### src/rtl/seq_101_gen.sv
// seq_101_gen: stimulus generator for a serial "101" detector.
// Accepts a WIDTH-bit word when idle and transmits it MSB first on d_out,
// one bit per cycle, with d_valid marking payload bits. A one-cycle done
// pulse follows the last bit. All outputs come straight from flops.
//
// Optional feature (macro SEQ_GEN_COUNT_EN): exp_count reports how many
// "101" patterns (overlapping, across word boundaries) have been sent since
// reset, saturating at 255.
//
// Ports:
//   clock       rising-edge clock
//   rst         synchronous active-high reset
//   load_valid  word offered for transmission
//   load_data   word to serialize (MSB first)
//   load_ready  generator accepts a word this cycle
//   d_out       serial bit stream
//   d_valid     d_out carries a payload bit
//   done        one-cycle pulse after the last bit of a word
//   exp_count   expected 101-detection count (SEQ_GEN_COUNT_EN only)
module seq_101_gen #(
  parameter int WIDTH = 8
) (
  input  logic             clock,
  input  logic             rst,
  input  logic             load_valid,
  input  logic [WIDTH-1:0] load_data,
  output logic             load_ready,
  output logic             d_out,
  output logic             d_valid,
  output logic             done
`ifdef SEQ_GEN_COUNT_EN
  ,
  output logic [7:0]       exp_count
`endif
);

  localparam int CW = (WIDTH > 1) ? $clog2(WIDTH) : 1;
  localparam logic [CW-1:0] LAST = CW'(WIDTH - 1);

  typedef enum logic [1:0] {
    IDLE,
    SHIFT,
    DONE
  } state_t;

  state_t           state;
  logic [WIDTH-1:0] sr;
  logic [CW-1:0]    bit_cnt;

  // d_out is the shift-register MSB. Zeros shift in behind the payload, so
  // after WIDTH shifts the register is empty and d_out rests at 0 in
  // DONE and IDLE without extra gating.
  assign d_out = sr[WIDTH-1];

  always_ff @(posedge clock) begin
    if (rst) begin
      state      <= IDLE;
      sr         <= '0;
      bit_cnt    <= '0;
      load_ready <= 1'b1;
      d_valid    <= 1'b0;
      done       <= 1'b0;
    end else begin
      case (state)
        IDLE: begin
          if (load_valid) begin
            sr         <= load_data;
            bit_cnt    <= '0;
            state      <= SHIFT;
            load_ready <= 1'b0;
            d_valid    <= 1'b1;
          end
        end
        SHIFT: begin
          sr <= {sr[WIDTH-2:0], 1'b0};
          if (bit_cnt == LAST) begin
            state   <= DONE;
            d_valid <= 1'b0;
            done    <= 1'b1;
          end else begin
            bit_cnt <= bit_cnt + CW'(1);
          end
        end
        DONE: begin
          state      <= IDLE;
          done       <= 1'b0;
          load_ready <= 1'b1;
        end
        default: begin
          state      <= IDLE;
          sr         <= '0;
          load_ready <= 1'b1;
          d_valid    <= 1'b0;
          done       <= 1'b0;
        end
      endcase
    end
  end

`ifdef SEQ_GEN_COUNT_EN
  // The 3-bit history window is the two previously sent bits plus the bit
  // currently on d_out; matching it here makes exp_count move on the cycle
  // after the completing bit.
  logic [1:0] hist;
  logic [2:0] window;

  assign window = {hist, d_out};

  always_ff @(posedge clock) begin
    if (rst) begin
      hist      <= '0;
      exp_count <= '0;
    end else if (d_valid) begin
      hist <= window[1:0];
      if (window == 3'b101 && exp_count != 8'hFF) begin
        exp_count <= exp_count + 8'd1;
      end
    end
  end
`endif

endmodule
### config.mk
export PLATFORM = sky130hd
export DESIGN_NAME = seq_101_gen
export DESIGN_NICKNAME = d
export VERILOG_FILES = /design/src/rtl/seq_101_gen.sv
export SDC_FILE = /design/constraint.sdc
export NUM_CORES = 1
export LEC_CHECK = 0
export CAP_MARGIN = 20
export CORE_MARGIN = 3
export CORE_UTILIZATION = 28
export DETAILED_ROUTE_END_ITERATION = 8
export HOLD_SLACK_MARGIN = 0.1
export PLACE_DENSITY = 0.54
export SYNTH_ARGS = -nofsm -noshare
export SYNTH_HDL_FRONTEND = slang
export SYNTH_SLANG_ARGS = --single-unit
### constraint.sdc
create_clock -name clock -period 1.5 [get_ports clock]
set_clock_uncertainty 0.15 [all_clocks]
set_input_delay 0.3 -clock clock [delete_from_list [all_inputs] [get_ports clock]]
set_output_delay 0.3 -clock clock [all_outputs]
set_load 0.01 [all_outputs]
Word level (Yosys, flattened, before mapping)

Cells that the tools add are included.

Multiplexer cells: 15
Reductions and logical operators: 8
$add $sub $neg: 1
Bitwise logic cells: 3
Equal/unequal tests: 6

Operators by type and width:

| kind                                                             | number |
|---|---|
| 8-bit case mux with 3 select lines                               | 1 |
| 8-bit 2-to-1 mux                                                 | 1 |
| 2-bit AND reduction                                              | 4 |
| 3-bit 2-to-1 mux                                                 | 2 |
| 2-bit inequality test (second input constant)                    | 3 |
| 3-bit case mux with 2 select lines                               | 1 |
| 3-bit AND reduction                                              | 2 |
| 1-bit 2-to-1 mux                                                 | 4 |
| 2-bit 2-to-1 mux                                                 | 2 |
| 1-bit case mux with 2 select lines                               | 2 |
| 2-bit case mux with 2 select lines                               | 1 |
| 3-bit by 1-bit adder with 3-bit output (second input constant)   | 1 |
| 3-bit == test (second input constant)                            | 1 |
| 1-bit inverter                                                   | 3 |
| 1-bit case mux with 3 select lines                               | 1 |
| 2-bit by 1-bit == test with 1-bit output (second input constant) | 1 |
| 2-bit == test (second input constant)                            | 1 |
| 2-bit logical NOT                                                | 1 |
| 2-bit nonzero test                                               | 1 |

Register bits: 16
Input port bits: 11
Output and inout port bits: 4

Logic depth before layout (Yosys ltp)

Depth in word-level cells: 3
Gate-level depth with buffers: 5
Gate-level depth less buffers: 5

Worst setup path before layout

Ideal clock, no wire load.

Path kind: reg-to-reg
From: register bit_cnt[0]
To: register bit_cnt[0]
Cell stages (with the launch flop): 6
Data required time: 1.229 ns
Path slack: 0.019 ns
Setup time: 0.121 ns
Data arrival time: 1.210 ns
Buffers on the path: 0
Period minus slack after synthesis: 1.481 ns
Cell sequence: dfxtp_1 ha_1 ha_1 a21oi_1 a21oi_1 mux2_2

Cells in the longest elaborated chain, start to end: 3
Elaborated cells on any way between the ends: 6
Classes of those cells: add/sub (1); eq/ne (2); mux (2); reduce/logical (1)

RTL lines:

| item                                                                             | RTL line | text |
|---|---|---|
| start: declaration                                                               | 48       | `logic [CW-1:0] bit_cnt;` |
| start signal: assignment                                                         | 81       | `bit_cnt <= bit_cnt + CW'(1);` |
| 3-bit by 1-bit adder with 3-bit output / 3-bit == test (equally long branches)   | 81, 76   |  |
| 3-bit 2-to-1 mux / 2-bit inequality test (equally long branches)                 | --       |  |
| 3-bit case mux with 2 select lines / 3-bit AND reduction (equally long branches) | --       |  |

Parallel ways exist; a longest one is shown, timed or not. The select of a mux whose other input is x is not followed.
A chain may end at the register's enable or synchronous reset.

Worst setup path in the final report

From: register bit_cnt[0]
To: register d_valid

Cells in the longest elaborated chain, start to end: 3

RTL lines:

| item                                   | RTL line | text |
|---|---|---|
| 3-bit == test                          | 76       | `if (bit_cnt == LAST) begin` |
| 2-bit inequality test (no source line) | --       |  |
| 3-bit AND reduction (no source line)   | --       |  |
| end signal: assignment                 | 71       | `d_valid <= 1'b1;` |
| end signal: assignment                 | 78       | `d_valid <= 1'b0;` |
| end signal: assignment                 | 93       | `d_valid <= 1'b0;` |
| end: declaration                       | 29       | `output logic d_valid,` |

Every way passes these cells.

==> run summary <==
post-CTS setup repair buffer count - 0
Yosys reg bits - 16
top layer in use - met4
# clock sinks - 16
PwrDens - 926 nW/um^2
Final Cycle Share - 97.7%
drt wl/cell - 11.8 microns
GRT Overall Usage - 9.97%
fin area - 938 sq um
Critical-path top delay cell - or3b_2
RR Startpoint - bit_cnt[0]
critical path class - flop to flop
critical path arrival - 1530 ps
RSZ-0062 raised after global routing - false
Layout Cells excl Fill - 110
mapped cell area - 664 sq um
Slew Limit Fails - 0
crit start category - flop
number of library cell types mapped by synthesis - 25
buffer and inverter count on the worst path - 0
crit path max fanout - 5
vias - 516
worst slew pin tran - 338 ps
min Tclk post-route - 1470 ps
Fill cells - 242
H-tree Lvls - 1
CP peak stage delay - 430 ps
pin count of the biggest net entering global routing - 16
P&R area growth vs syn - 41.2%
WL final - 1300 microns
Synth Area per Inst - 11.1 sq um
vias per cell - 4.69
post-placement cell count - 106
crit-path cells - ha_2, ha_4, or3b_2, a21oi_1
Worst Path Required - 1570 ps
clock-pin slew on the worst setup and hold paths - 100 ps
Crit. End Element - flop
critical path startpoint - bit_cnt[0]
Syn Nets - 73
max-cap viol count - 0
Rel. slew slack - 77.4%
synthesized instance count - 60
drt pass-1 iters - 2
VDD IR-drop max - 0.462 mV
root buf cell - clkbuf_4
wire length on met2 - 605 microns
CTS tree - done
Met1 Wirelength - 625 microns
ant diodes - 0
status - finished clean
Final Hold Fails - 0
grt ovf - 0
Hold Crit Start - rst
row count - 17
IO Count - 15
Die ar. - 2990 sq um
met3 wire length - 55 microns
register area share after synthesis - 48.2%
HPWL Detailed - 949 microns
critical path's top delay family - simple AND/OR/NAND/NOR gates
Hold WC Path Type - input port to flop
Fmax - 682 MHz
Port Buffers - 14
YS warnings - 0
Leak - 0.386 nW
total CTS buffers - 3
hold_buf cts - 0
reg-to-reg slack, setup - 30 ps
antenna violation net count after detailed routing - 0
commonest non-fill, non-tap cell in the layout - dfxtp_1
most frequent cells in the layout - 15 x dfxtp_1, 9 x clkdlybuf4s50_1, 7 x mux2i_1, 7 x buf_4, 6 x o2bb2ai_1
CTS max path bufs - 2
Initial Util - 29.7%
vias in the first global route - 504
Placed Area - 872 sq um
core region area - 2230 sq um
setup violators final - 0
first-pass GRT wire length - 2120 microns
DRC - 0
ratio of cells with drive above 1 in the final layout - 25.6%
worst-skew pair later-pin latency - 280 ps
Total Nets Final - 96
GPL Wtd Cong - 0.656
Chip Width - 54.7 microns
initial antenna violation count - 0
Die H - 54.7 microns
DR iter-0 viols - 1
==> per-layer routing <==
layer  vias up  GRT usage, %
met2        11          15.2
met4         0          4.98
met5         -             0
met1       234          12.9
met3         2          2.45
li1        269             -
==> worst paths after layout <==
| kind | end | cells after the start |
|---|---|---|
| worst max-delay path | d_valid | 4 |
| worst min-delay path | done | 2 |
| worst max register to register | d_valid | 4 |
| worst min register to register | load_ready | 2 |
==> flip-flops by register name, summed over array words and instances, names as in the netlist <==
register    cells
done            1
sr              8
d_valid         1
load_ready      1
bit_cnt         3
state           2
==> synth_stat cells, drive strengths merged <==
cell type	number	area, sq um
dfxtp	16	320
mux2i	7	70.1
o2bb2ai	6	52.6
a21oi	5	25.0
nor3	3	20.0
a22o	2	17.5
buf	2	16.3
ha	2	25.0
nand2	2	7.51
nand3b	2	15.0
or3b	2	17.5
a31oi	1	6.26
and3	1	6.26
clkbuf	1	3.75
inv	1	3.75
mux2	1	11.3
nor2	1	3.75
nor2b	1	8.76
nor4b	1	15.0
o21ai	1	5.00
o21bai	1	7.51
or2	1	6.26
==> cells by family after synthesis <==
kind of cell,count (synthesis),share of synthesized area [%]
fa+ha+maj,2,3.77
flops,16,48.2
compound gates,16,17.1
mux,8,12.2
simple gates,14,15.1
buf+inv,4,3.58
==> power by group <==
| group | leakage (nW) | switching (mW) | internal (mW) | total [mW] |
|---|---|---|---|---|
| logic | 0.233 | 0.0499 | 0.0733 | 0.123 |
| registers | 0.132 | 0.0149 | 0.450 | 0.465 |
| clock network | 0.0210 | 0.133 | 0.147 | 0.281 |
==> cell type report <==
| class | count | area (sq um) | share of cell area (%) |
|---|---|---|---|
| Sequential cell | 16 | 322 | 34.3 |
| Clock buffer | 4 | 36.3 | 3.87 |
| Timing Repair Buffer | 21 | 190 | 20.3 |
| Tap cell | 28 | 35.0 | 3.73 |
| Inverter | 1 | 3.75 | 0.400 |
| Multi-Input combinational cell | 40 | 352 | 37.5 |
==> through the flow <==
| step | TNS, ps | utilization, % | hold WS [ps] | total power [mW] | setup WS (ps) |
|---|---|---|---|---|---|
| 6_report | 0 | 42.0 | 286 | 0.869 | 34.4 |
| 5_1_grt | 0 | 42.0 | 318 | 0.913 | 1.80 |
| 4_1_cts | 0 | 41.8 | 325 | 0.884 | 29.8 |
| 3_5_place_dp | -1730 | 39.0 | 301 | 0.599 | -157 |
| 3_3_place_gp | -1630 | 39.0 | 298 | 0.598 | -159 |
| 2_1_floorplan | 0 | - | 282 | 0.539 | 19.1 |
==> timing repair <==
item | in CTS | in global routing
endpoints found under the setup margin | 8 | 3
hold endpoints to repair | 0 | 0
pin swaps | 0 | 2
resized for setup | 10 | 2
Note: power is estimated with default switching activity, not from simulation.
